[config.mk]
export PLATFORM = sky130hd
export DESIGN_NAME = seq_mul_div
export DESIGN_NICKNAME = d
export VERILOG_FILES = /design/src/rtl/seq_mul_div.sv
export SDC_FILE = /design/constraint.sdc
export NUM_CORES = 1
export LEC_CHECK = 0
export ABC_CLOCK_PERIOD_IN_PS = 5600
export BUFFER_PORTS_ARGS = -buffer_cell sky130_fd_sc_hd__clkbuf_2
export CAP_MARGIN = 20
export CORE_UTILIZATION = 60
export CTS_CLUSTER_SIZE = 14
export DETAILED_ROUTE_END_ITERATION = 8
export GPL_TIMING_DRIVEN = 0
export PLACE_DENSITY_LB_ADDON = 0.12
export SYNTH_ARGS = -nofsm -noshare
export SYNTH_HDL_FRONTEND = slang
export SYNTH_SLANG_ARGS = --single-unit
export TNS_END_PERCENT = 30
[constraint.sdc]
create_clock -name clk -period 5.6 [get_ports clk]
set_input_delay 0.28 -clock clk [delete_from_list [all_inputs] [get_ports clk]]
set_output_delay 0.28 -clock clk [all_outputs]
set_load 0.02 [all_outputs]
[src/rtl/seq_mul_div.sv]
// seq_mul_div
// Iterative multiply/divide unit for the SPU execute stage. One shift-add
// (multiply) or restoring compare/subtract (divide) step is done per clock.
// The 2*WIDTH result comes back split into Hi and Lo.
//
// Ports
//   clk   : system clock, rising edge
//   rst   : asynchronous reset, active high
//   start : request; sampled only while busy=0
//   op    : 00 MULU, 01 MULS, 10 DIVU, 11 DIVS
//   A, B  : multiplicand/dividend, multiplier/divisor
//   busy  : operation in flight (RUN and FIX)
//   done  : one-cycle pulse when Hi/Lo/DZ carry a new result
//   Hi    : MUL product upper half; DIV remainder
//   Lo    : MUL product lower half; DIV quotient
//   DZ    : divide-by-zero flag of the last completed operation
//
// state | meaning
// IDLE  | waiting for start; Hi/Lo/DZ hold the last result
// RUN   | WIDTH iterations of shift-add or shift-subtract
// FIX   | sign correction, load Hi/Lo/DZ, pulse done

module seq_mul_div #(
  parameter int WIDTH = 32,
  parameter int CNT_W = 6
) (
  input  logic             clk,
  input  logic             rst,
  input  logic             start,
  input  logic [1:0]       op,
  input  logic [WIDTH-1:0] A,
  input  logic [WIDTH-1:0] B,
  output logic             busy,
  output logic             done,
  output logic [WIDTH-1:0] Hi,
  output logic [WIDTH-1:0] Lo,
  output logic             DZ
);

  localparam int W2 = 2 * WIDTH;

  typedef enum logic [1:0] {
    S_IDLE = 2'd0,
    S_RUN  = 2'd1,
    S_FIX  = 2'd2
  } state_t;

  state_t           r_state;
  logic [CNT_W-1:0] r_cnt;
  logic             r_is_div;
  logic             r_neg_q;   // product / quotient must be negated
  logic             r_neg_r;   // remainder takes the (negative) sign of A
  logic             r_dz;
  logic [WIDTH-1:0] r_b;
  // MUL: {partial product, remaining multiplier bits}
  // DIV: {partial remainder, remaining dividend bits / quotient bits}
  logic [W2-1:0]    r_acc;

  logic             w_signed;
  logic [WIDTH-1:0] w_abs_a;
  logic [WIDTH-1:0] w_abs_b;
  logic             w_last;
  logic [WIDTH:0]   w_add;
  logic [WIDTH:0]   w_shift;
  logic [WIDTH:0]   w_diff;
  logic             w_ge;
  logic [WIDTH-1:0] w_rem_next;
  logic [W2-1:0]    w_step;
  logic [W2-1:0]    w_prod;
  logic [WIDTH-1:0] w_quo;
  logic [WIDTH-1:0] w_rem;
  logic [WIDTH-1:0] w_fix_hi;
  logic [WIDTH-1:0] w_fix_lo;

  assign w_signed = op[0];
  assign w_abs_a  = (w_signed && A[WIDTH-1]) ? (~A + WIDTH'(1)) : A;
  assign w_abs_b  = (w_signed && B[WIDTH-1]) ? (~B + WIDTH'(1)) : B;

  assign w_last = (r_cnt == CNT_W'(WIDTH - 1));

  // Multiply step: add multiplicand when the current LSB is set, then shift
  // the carry-extended sum down into the upper half.
  assign w_add = {1'b0, r_acc[W2-1:WIDTH]} + {1'b0, (r_acc[0] ? r_b : {WIDTH{1'b0}})};

  // Divide step: bring the next dividend bit into the remainder. The
  // remainder is always below the divisor, so WIDTH+1 bits cannot overflow.
  assign w_shift    = {r_acc[W2-1:WIDTH], r_acc[WIDTH-1]};
  assign w_ge       = (w_shift >= {1'b0, r_b});
  assign w_diff     = w_shift - {1'b0, r_b};
  assign w_rem_next = w_ge ? w_diff[WIDTH-1:0] : w_shift[WIDTH-1:0];

  assign w_step = r_is_div ? {w_rem_next, r_acc[WIDTH-2:0], w_ge}
                           : {w_add, r_acc[WIDTH-1:1]};

  assign w_prod = r_neg_q ? (~r_acc + W2'(1)) : r_acc;
  assign w_quo  = r_neg_q ? (~r_acc[WIDTH-1:0] + WIDTH'(1)) : r_acc[WIDTH-1:0];
  assign w_rem  = r_neg_r ? (~r_acc[W2-1:WIDTH] + WIDTH'(1)) : r_acc[W2-1:WIDTH];

  // Divide by zero keeps the raw dividend in the lower half of r_acc.
  always_comb begin
    w_fix_hi = '0;
    w_fix_lo = '0;
    if (r_dz) begin
      w_fix_hi = r_acc[WIDTH-1:0];
      w_fix_lo = '1;
    end else if (r_is_div) begin
      w_fix_hi = w_rem;
      w_fix_lo = w_quo;
    end else begin
      w_fix_hi = w_prod[W2-1:WIDTH];
      w_fix_lo = w_prod[WIDTH-1:0];
    end
  end

  always_ff @(posedge clk or posedge rst) begin
    if (rst) begin
      r_state  <= S_IDLE;
      r_cnt    <= '0;
      r_is_div <= 1'b0;
      r_neg_q  <= 1'b0;
      r_neg_r  <= 1'b0;
      r_dz     <= 1'b0;
      r_b      <= '0;
      r_acc    <= '0;
      busy     <= 1'b0;
      done     <= 1'b0;
      Hi       <= '0;
      Lo       <= '0;
      DZ       <= 1'b0;
    end else begin
      done <= 1'b0;
      case (r_state)
        S_IDLE: begin
          if (start) begin
            r_is_div <= op[1];
            r_neg_q  <= w_signed & (A[WIDTH-1] ^ B[WIDTH-1]);
            r_neg_r  <= w_signed & A[WIDTH-1];
            r_b      <= w_abs_b;
            r_cnt    <= '0;
            busy     <= 1'b1;
            if (op[1] && (B == '0)) begin
              r_dz    <= 1'b1;
              r_acc   <= {{WIDTH{1'b0}}, A};
              r_state <= S_FIX;
            end else begin
              r_dz    <= 1'b0;
              r_acc   <= {{WIDTH{1'b0}}, w_abs_a};
              r_state <= S_RUN;
            end
          end
        end
        S_RUN: begin
          r_acc <= w_step;
          r_cnt <= r_cnt + CNT_W'(1);
          if (w_last) begin
            r_state <= S_FIX;
          end
        end
        S_FIX: begin
          Hi      <= w_fix_hi;
          Lo      <= w_fix_lo;
          DZ      <= r_dz;
          done    <= 1'b1;
          busy    <= 1'b0;
          r_state <= S_IDLE;
        end
        default: begin
          r_state <= S_IDLE;
          busy    <= 1'b0;
        end
      endcase
    end
  end

endmodule

==> out/qor.txt <==
RSZ-0062 raised after global routing = no
Pwr/cell area = 615.3 nW/µm²
Compound-Gate Fraction of Synth Area = 0.2393
Top cell by count, worst path = clkbuf_1
Post-synth EDFFs = 0
Final worst setup slack = 1.038 ns
DRT Pass-1 Iters = 6
Pint = 4.792 mW
Cell area after layout = 16140 µm²
Die area = 24540 µm²
Starting DRT DRC Count = 1453
DP Cell Count = 2243
Port Buf Inserts = 134
Min cycle time layout = 4.562 ns
Final setup fails = 0
Final Slew Violations = 0
WHS = 0.1124 ns
# fillers = 2034
DP HPWL = 38430 µm
Clock Root Buffer = clkbuf_16
Peak supply drop = 0.2536 mV
Clock buffer depth = 2
Mean Syn Cell Area = 8.021 µm²
TritonCTS Buffers = 17
GRT Total Usage = 0.4044
DRC viols = 0
GP Congestion = 0.9979
Xor and xnor fraction of the mapped netlist area = 0.1044
Largest family of logic cells by synthesized area = compound AO/OA/AOI/OAI gates
Area Overhead vs Synth = 12.48%
Worst Path Max Fanout = 10
Syn nets = 1929
# diodes = 0
CP Launch Type = flop
Tot Pwr = 9.932 mW
Cells after synthesis = 1789
Routed WL = 49080 µm
Nets = 2084
Routed vias = 14703
CP cell instances = ha_1 > clkbuf_1 > nand3_1 > a2111oi_2 > nor2_1 > o211ai_1 > nand4b_1 > and2_1 > clkbuf_1 > clkbuf_1 > nand2_1 > o311ai_0 > a32o_1
Largest net degree at the start of global routing = 130
Pre-CTS WS = 1.162 ns
Die width = 156.7 µm
DR vias/cell = 6.460
Critical Path AT = 4.89 ns
Ys flop type = dfrtp_1
I/O Pins = 136
Post-route ant nets = 0
Combinational fraction of design power = 0.626
Critical Path RT = 5.93 ns
Switch Pwr = 5.140 mW
Clk network pwr share = 0.140
Vias in the first global route = 13439
Final hold violations = 0
Register area share after synthesis = 0.3052
Clock transition at path regs = 0.08 ns
Mux share of post-synthesis cell area = 0.04787
CP delay by family, top = compound AO/OA/AOI/OAI gates
MaxCap Viol Count = 0
Slowest stage delay, CP = 0.52 ns
Initial cell density of the core = 0.6114
Most frequent cells in the layout = nand2_1, dfrtp_1, nor2_1
Final Cycle Share = 0.8146
Worst rel slew slack = 0.3125
Measured slew at the worst slew-check pin = 1.031 ns
Net Sw Frac = 0.5175
Critical path buffers and inverters = 3
Crit Path Category = reg -> reg
Latest clock arrival within the worst-skew pair = 0.45 ns
Share of layout cells above drive strength 1 = 0.1083
Synth warnings = 0
Status = finished clean
Worst Skew = 0.01585 ns
CTS H-tree depth = 4
Max stage delay cell, worst path = dfrtp_1
Clock Sinks = 175
Fmax = 219.2 MHz
Crit end category = flop
Post-synth ARST share = 1.000
Gr ovfl total = 0
Synth Area in Simple Gates = 0.1902
CTS tree = yes
Core area = 23470 µm²
Area post-placement = 15450 µm²
Post-Syn Area = 14350 µm²
Sequential share of power = 0.235
Adder-Cell Fraction of Synth Area = 0.06295
First-pass GRT wire length = 75240 µm
Lkg Pwr = 7.068 nW
Final non-filler cell total = 2276
Rows = 56
Synth unique cells = 79
Worst hold path class = in -> reg
#FFs+latches synth = 175
WL per Instance = 21.56 µm
Commonest non-fill, non-tap cell in the layout = nand2_1
Antenna violations before repair = 1
Chip Height = 156.7 µm
## power groups by stage
stage          clock (mW)  sequential [mW]  combinational [mW]
4_1_cts              1.38             2.28                6.03
2_1_floorplan           0             2.14                4.38
6_report             1.39             2.33                6.21
5_1_grt              1.43             2.35                6.73
3_5_place_dp            0             2.30                5.99
3_3_place_gp            0             2.28                5.91
## worst min-delay path, cell delays in order
cell and delay (ns):
clkbuf_2 0.10, inv_1 0.07, o21ai_0 0.08
## synth_stat cells (6+ instances only)
cell,count,area [µm²]
a31oi_1,29,181.4
nand3_1,24,120.1
a21oi_1,156,780.8
o21bai_1,13,97.59
dfrtp_1,175,4379
ha_1,69,863.3
nand4_1,14,87.58
and3_1,13,81.33
nand2b_1,16,100.1
a22o_1,14,122.6
xor2_1,86,753.2
nand2_1,213,799.5
xnor2_1,85,744.5
nor3b_1,8,60.06
or4_1,14,105.1
o41ai_1,12,105.1
and2_1,11,68.82
buf_1,6,22.52
nor4_1,17,106.4
nor2b_1,9,56.30
o221ai_1,19,166.4
o21ai_0,139,695.7
inv_1,73,274.0
mux2_2,13,146.4
o31ai_1,28,210.2
a211oi_1,13,97.59
or3_1,13,81.33
o21a_1,10,75.07
o211ai_1,15,112.6
nor3_1,30,150.1
nor2_1,167,626.9
clkbuf_1,102,382.9
mux2i_1,54,540.5
a41oi_1,6,52.55
o22ai_1,17,106.4
a21o_1,19,142.6
## metal layers
metal	GRT usage	up-vias	part of all wire
met5	0	-	0.00026
met4	0.1545	2	0.036
met3	0.09360	120	0.11
met2	0.6071	829	0.43
met1	0.5629	6986	0.42
li1	-	6766	-
## cells by family after synthesis
logic type	Yosys count
and+or+nand+nor	578
AOI/OAI and AO/OA	540
buffers and inverters	187
DFF	175
xor gates and xnor gates	171
adders and majority gates	71
muxes	67
## path summary, 6_finish.rpt
path	end	cells past startpoint	start	slack, ns
min in group asynchronous	r_cnt[0]$_DFFE_PP0P_	3	rst	0.35
hold reg to reg	r_b[10]$_DFFE_PP0P_	2	r_b[10]$_DFFE_PP0P_	0.48
setup / recovery	r_acc[60]$_DFFE_PP0P_	13	r_acc[39]$_DFFE_PP0P_	1.04
max in group asynchronous	Hi[24]$_DFFE_PP0P_	4	rst	4.28
hold / removal	r_b[0]$_DFFE_PP0P_	3	B[0]	0.11
setup reg to reg	r_acc[60]$_DFFE_PP0P_	13	r_acc[39]$_DFFE_PP0P_	1.04
## timing repair
action / CTS / global route
gates resized for setup: 0 / 0
hold buffers: 1 / 0
setup buffers: 0 / 0
hold endpoints to repair: 46 / 0
## final cells by class
type | count | area (µm²) | area share
Clock inverter | 14 | 236.5 | 0.01465
Tap cell | 319 | 399.1 | 0.02473
Inverter | 74 | 285.3 | 0.01767
Multi-Input combinational cell | 1427 | 9250 | 0.5731
Clock buffer | 18 | 439.2 | 0.02721
Sequential cell | 175 | 4379 | 0.2713
Timing Repair Buffer | 136 | 708.2 | 0.04388
Buffer | 113 | 442.9 | 0.02744
## flip-flops by register name, indices dropped and copies added (netlist names)
signal,flops
done,1
r_acc,64
r_is_div,1
r_cnt,6
r_neg_q,1
r_b,32
Lo,32
r_neg_r,1
DZ,1
Hi,32
r_state,2
r_dz,1
busy,1
## stage by stage
step                      utilization  setup TNS [ns]
after floorplan                     -               0
after global placement         0.6569         -212.17
after detailed placement       0.6584               0
after CTS                      0.6876               0
after global routing           0.6876               0
final                          0.6876               0
Note: power is estimated with default switching activity, not from simulation.
